**src/rtl/montador_operandos.sv**
```systemverilog
`default_nettype none
// ============================================================================
// Module      : montador_operandos
// Description : Assembles a guess from 4-bit digits (MSD first) into A and
//               holds a target in B for a downstream magnitude comparator.
//               Raises pronto when both are valid and issues a one-cycle
//               comparar strobe when the comparator result becomes meaningful.
// Revision    : 1.0 - initial release
// ============================================================================
module montador_operandos #(
  parameter int NIBBLES = 4,
  localparam int W  = 4 * NIBBLES,
  localparam int CW = $clog2(NIBBLES + 1)
) (
  input  logic          clock,
  input  logic          reset,
  input  logic          limpa,
  input  logic          carrega_alvo,
  input  logic [W-1:0]  alvo_in,
  input  logic [3:0]    digito,
  input  logic          digito_valido,
  output logic [W-1:0]  A,
  output logic [W-1:0]  B,
  output logic          ALBi,
  output logic          AGBi,
  output logic          AEBi,
  output logic          pronto,
  output logic          comparar,
  output logic [CW-1:0] contagem,
  output logic          erro
);

  typedef enum logic [1:0] {
    VAZIO     = 2'd0,
    RECEBENDO = 2'd1,
    COMPLETO  = 2'd2
  } estado_t;

  localparam logic [CW-1:0] ULTIMO_DIGITO = CW'(NIBBLES - 1);

  estado_t       estado, estado_n;
  logic [W-1:0]  a_n, b_n;
  logic [CW-1:0] contagem_n;
  logic          erro_n, alvo_ok, alvo_ok_n, pronto_n, comparar_n;

  // Neutral cascade: comparator reports the plain A-versus-B relation
  assign ALBi = 1'b0;
  assign AGBi = 1'b0;
  assign AEBi = 1'b1;

  // Next-state for guess entry, target load and the ready/strobe flags
  always_comb begin
    estado_n   = estado;
    a_n        = A;
    contagem_n = contagem;
    erro_n     = erro;
    b_n        = B;
    alvo_ok_n  = alvo_ok;

    if (limpa) begin
      // Clear wins over a digit arriving in the same cycle
      estado_n   = VAZIO;
      a_n        = '0;
      contagem_n = '0;
      erro_n     = 1'b0;
    end else if (digito_valido) begin
      case (estado)
        VAZIO, RECEBENDO: begin
          a_n        = {A[W-5:0], digito};
          contagem_n = contagem + CW'(1);
          estado_n   = (contagem == ULTIMO_DIGITO) ? COMPLETO : RECEBENDO;
        end
        default: begin
          // Surplus digit: keep the guess, flag overflow until cleared
          erro_n = 1'b1;
        end
      endcase
    end

    if (carrega_alvo) begin
      b_n       = alvo_in;
      alvo_ok_n = 1'b1;
    end

    pronto_n   = (estado_n == COMPLETO) && alvo_ok_n;
    // Strobe on the rising edge of pronto, or on a new target while ready
    comparar_n = pronto_n && (!pronto || carrega_alvo);
  end

  // State and datapath registers with asynchronous active-low reset
  always_ff @(posedge clock or negedge reset) begin
    if (!reset) begin
      estado   <= VAZIO;
      A        <= '0;
      B        <= '0;
      contagem <= '0;
      erro     <= 1'b0;
      alvo_ok  <= 1'b0;
      pronto   <= 1'b0;
      comparar <= 1'b0;
    end else begin
      estado   <= estado_n;
      A        <= a_n;
      B        <= b_n;
      contagem <= contagem_n;
      erro     <= erro_n;
      alvo_ok  <= alvo_ok_n;
      pronto   <= pronto_n;
      comparar <= comparar_n;
    end
  end

endmodule
`default_nettype wire

```
**config.mk**
```make
export PLATFORM = sky130hd
export DESIGN_NAME = montador_operandos
export DESIGN_NICKNAME = d
export VERILOG_FILES = /design/src/rtl/montador_operandos.sv
export SDC_FILE = /design/constraint.sdc
export NUM_CORES = 1
export LEC_CHECK = 0
export ABC_AREA = 1
export BUFFER_PORTS_ARGS = -buffer_cell sky130_fd_sc_hd__buf_2
export CAP_MARGIN = 0
export CORE_AREA = 2 2 63 65
export CTS_CLUSTER_SIZE = 20
export DETAILED_ROUTE_END_ITERATION = 8
export DIE_AREA = 0 0 65 67
export PLACE_DENSITY = 0.75
export SYNTH_ARGS = -nofsm -noshare
export SYNTH_HDL_FRONTEND = slang
export SYNTH_SLANG_ARGS = --single-unit
```
**constraint.sdc**
```tcl
create_clock -name clock -period 1.3 [get_ports clock]
set_input_delay 0.195 -clock clock [delete_from_list [all_inputs] [get_ports clock]]
set_output_delay 0.195 -clock clock [all_outputs]
set_load 0.03 [all_outputs]
```
---- Word level (Yosys, flattened, before mapping) ----
Index checks and enable logic that the tools add are counted.
storage, ports and cells
  output and inout port bits .............. 41
  bits in registers ....................... 41
  logic and storage cells ................. 37
cells by class
  reduce and logical (&&, ||, !) cells .... 10
  mux-type cells .......................... 14
  eq/ne operators ......................... 4
  add/subtract/negate cells ............... 1
operator list
  cell                                                                    number
  16-bit two-way mux                                                      3
  3-bit two-way mux                                                       3
  2-bit two-way mux                                                       4
  1-bit two-way mux                                                       4
  2-bit AND reduction                                                     2
  2-bit nonzero test                                                      2
  3-bit by 1-bit adder with 3-bit output (second input constant)          1
  3-bit by 2-bit equality test with 1-bit output (second input constant)  1
  2-bit by 1-bit equality test with 1-bit output (second input constant)  1
  2-bit equality test (second input constant)                             1
  1-bit logical AND                                                       2
  2-bit logical NOT                                                       1
  2-bit != test (second input constant)                                   1
  2-bit OR reduction                                                      1
  1-bit logical NOT                                                       1
  1-bit logical OR                                                        1

---- Depth between registers and ports, before layout ----
  depth after elaboration ................. 8
  depth in mapped cells ................... 6
  gate-level depth less buffers ........... 6

---- Worst setup path after synthesis ----
OpenSTA, ideal clock, no wires.
  path kind ............................... register -> register
  from .................................... reg contagem[0]
  to ...................................... reg comparar
  path slack .............................. -39 ps
  clock period less this slack ............ 1339 ps
  cell stages (with the launch flop) ...... 7
  required time ........................... 1214 ps
  arrival time ............................ 1253 ps
  buffers on the path ..................... 0
  path through ............................ dfrtp_1 -> ha_1 -> ha_1 -> nand2_1 -> nand2_1 -> nand3_1 -> nor3_1
between the ends
  cells in the longest elaborated chain, start to end .. 8
RTL lines
  element                                         RTL line  RTL
  from (decl)                                     29        output logic [CW-1:0] contagem,
  from (signal assigned)                          105       contagem <= contagem_n;
  3-bit by 2-bit equality test with 1-bit output  71        estado_n = (contagem == ULTIMO_DIGITO) ? COMPLETO : RECEBENDO;
  2-bit two-way mux                               71
  2-bit two-way mux                               67        case (estado)
  2-bit two-way mux                               66        end else if (digito_valido) begin
  2-bit two-way mux                               60        if (limpa) begin
  2-bit equality test                             85        pronto_n = (estado_n == COMPLETO) && alvo_ok_n;
  1-bit logical AND                               85
  1-bit logical AND                               87        comparar_n = pronto_n && (!pronto || carrega_alvo);
  via comparar_n                                  44        logic erro_n, alvo_ok, alvo_ok_n, pronto_n, comparar_n;
  to (signal assigned)                            109       comparar <= comparar_n;
  to (decl)                                       28        output logic comparar,
The timed path passes the listed nets, and every way through them passes these cells.
A chain may end at the register's enable or synchronous reset.

---- Final worst setup path ----
  from .................................... reg contagem[0]
  to ...................................... reg pronto
between the ends
  cells in the longest elaborated chain, start to end .. 7
RTL lines
  element                                         RTL line  RTL
  3-bit by 2-bit equality test with 1-bit output  71
  2-bit two-way mux                               71
  2-bit two-way mux                               67
  2-bit two-way mux                               66
  2-bit two-way mux                               60
  via estado_n[0]                                 41        estado_t estado, estado_n;
  2-bit equality test                             85
  1-bit logical AND                               85
  via pronto_n                                    44
  to (signal assigned)                            108       pronto <= pronto_n;
  to (decl)                                       27        output logic pronto,
The timed path passes the listed nets, and every way through them passes these cells.

==> reports/qor.yml <==
run_status: "complete, no violations"
regToRegStartpoint: "contagem[0]"
drc: 0
setup_viol_count_final: 0
worst_ep_arrival_time_ps: 1380
p_int_uw: 1908
routed-via-count: 1311
fin_nets: 271
grt_pass1_wl_mm: 5.188
seq_area_sq_um: 1027
dr.max_layer_used: "met4"
grt.total_usage_pct: 16.07
dr.first_iter.drc_count: 52
diodes: 0
cp-end-kind: "flop"
endpoint: "pronto"
period_needed_ps: 1200
routed_via_density: 4.490
cpPeakStageDelay_ps: 400
ys_seq_area_share_pct: 62.12
multi_input_area_sq_um: 496.7
hold_path_class: "primary input to flop"
io_buffers: 62
met1_length_mm: 1.456
p_comb_share_pct: 16.9
wl_per_cell_um: 11.05
postPlaceCellArea_sq_um: 2022
route.met2.wl_mm: 1.505
dp_hpwl_mm: 2.348
wirelength_mm: 3.228
die_h_um: 67
swShare_pct: 27.75
htree_levels: 2
drt_pre_antenna_iters: 4
fin_tns_setup_ps: 0
synthCells: 172
clock_skew_ps: 4.930
fmax_ghz: 0.8335
grt.overflow.total: 0
syn-cell-area_sq_um: 1652
final_area_sq_um: 2153
antenna_found_initial: 0
ff2ff_path_depth: 6
slew_violations: 0
r2r_end: "pronto"
p_seq_share_pct: 52.2
ys_seq_elements: 41
leakage_uw: 0.001223
cp_cell_sequence: "ha_1, ha_1, nor2_1, nand2_1, nand2_1, nor2_1"
crit_required_ps: 1480
post-route-period-util_pct: 92.29
cts_tree: "built"
cap_violations: 0
hold_depth: 3
cts_root_buf: "clkbuf_8"
ir_drop_uv: 730.2
drive_gt1_share_pct: 36.07
path_max_fanout: 3
dieArea_sq_um: 4355
crit_start: "contagem[0]"
critPathSlowestCell: "dfrtp_2"
criticalPathCategory: "flop to flop"
worst-r2r-setup-slack_ps: 100
synth.avg_cell_area_sq_um: 9.602
place_congestion: 0.7726
hold_viol_final: 0
top_level_ports: 66
antenna_left: 0
grt_max_degree: 42
layout_commonest_cell: "buf_2"
synth_cell_types: 24
die_w_um: 65
cts.clk_slew.worst_paths_ps: 70
grt_pass1_vias: 1179
preCtsSetupSlack_ps: 102.8
dr_wl_met3_um: 215
power.switching_uw: 732.6
start_util_pct: 45.80
num-fill-cells: 342
hold_slack_ps: 102.9
cts_made_buffers: 5
cts_buffer_depth: 2
rsz0062_at_grt: "no"
clkPwrFrac_pct: 30.9
min-delay-start: "alvo_in[13]"
syn2layout_area_growth_pct: 30.38
core_area_sq_um: 3606
p_per_area_nw_per_um2: 1226
cts.sinks: 41
setup.worst_path.start_class: "flop"
power.total_uw: 2640
clk_latency_ps: 290
placementRows: 22
layout_setup_ws_ps: 100.2
ys_warn_count: 0
layout_common_cells: "62 x buf_2, 59 x nand2_1, 40 x dfrtp_1, 19 x inv_1, 8 x buf_4"
## final cells by class
type                    instances  share of cell area, %
flip-flops and latches         41                  47.70
well taps                      48                  2.789
clock buffers                   7                  4.009
repair buffers                 72                  18.59
multi-input cells             102                  23.07
inverters                      22                  3.835
## cells in the mapped netlist
cell type | instances | area (sq um)
a21oi_1 | 3 | 15.01
a22oi_1 | 1 | 7.510
buf_2 | 2 | 10.01
buf_4 | 4 | 30.03
buf_6 | 1 | 11.26
clkbuf_1 | 1 | 3.750
conb_1 | 2 | 7.510
dfrtp_1 | 41 | 1026
ha_1 | 2 | 25.02
inv_1 | 19 | 71.32
inv_2 | 3 | 11.26
mux2i_4 | 1 | 22.52
nand2_1 | 59 | 221.5
nand2_2 | 1 | 6.260
nand2_4 | 1 | 11.26
nand3_1 | 7 | 35.03
nor2_1 | 7 | 26.28
nor2_4 | 1 | 11.26
nor3_1 | 1 | 5.000
o21ai_0 | 4 | 20.02
o21ai_1 | 1 | 5.000
o21ai_2 | 2 | 17.52
o22ai_1 | 7 | 43.79
o31ai_1 | 1 | 7.510
## layer usage
metal	GRT usage, %	up-vias
li1	-	673
met1	20.24	590
met2	25.13	43
met3	5.912	5
met4	6.383	0
met5	0	-
## flip-flops by register name (all words and copies together), names as in the netlist
| signal | flops |
|---|---|
| A | 16 |
| comparar | 1 |
| pronto | 1 |
| B | 16 |
| estado | 2 |
| alvo_ok | 1 |
| erro | 1 |
| contagem | 3 |
## stage by stage
step                utilization (%)  std cells
floorplan                         -        173
global placement              56.07        280
detailed placement            56.07        280
CTS                           58.74        288
global route                  59.72        292
finish                        59.72        292
## cells by family (layout without fill, tap and decap cells)
kind of cell	count (synthesis)	in the layout	share of synthesized area (%)
other	2	3	0.4547
and+or+nand+nor	77	77	19.17
AOI/OAI and AO/OA	19	19	7.045
DFF	41	41	62.12
muxes	1	1	1.364
buffers and inverters	30	101	8.333
adders and majority gates	2	2	1.515
## repair_timing
action / CTS / global route
hold endpoints to repair: 41 / 0
resized for setup: 0 / 1
buffers inserted: 0 / 4
endpoints found under the setup margin: 0 / 8
hold buffers: 1 / 0
## power groups by stage
| stage | Sequential (uW) | Combinational (uW) | Clock, uW |
|---|---|---|---|
| after floorplan | 1540 | 139 | 0 |
| after global placement | 1400 | 432 | 0 |
| after detailed placement | 1400 | 438 | 0 |
| after CTS | 1380 | 441 | 842 |
| after global routing | 1390 | 490 | 909 |
| final | 1380 | 446 | 816 |
## critical path: cells and delay by family, from the launching register on
kind,cells,cell delay [ps]
DFF,1,400
and+or+nand+nor,4,310
adders and majority gates,2,380
## how the worst min path moves through the flow
stage	end
floorplan	A[0]
global placement	A[0]
detailed placement	A[0]
CTS	B[9]
global route	B[8]
finish	B[13]
No activity file was read; power rests on OpenSTA's default activity.
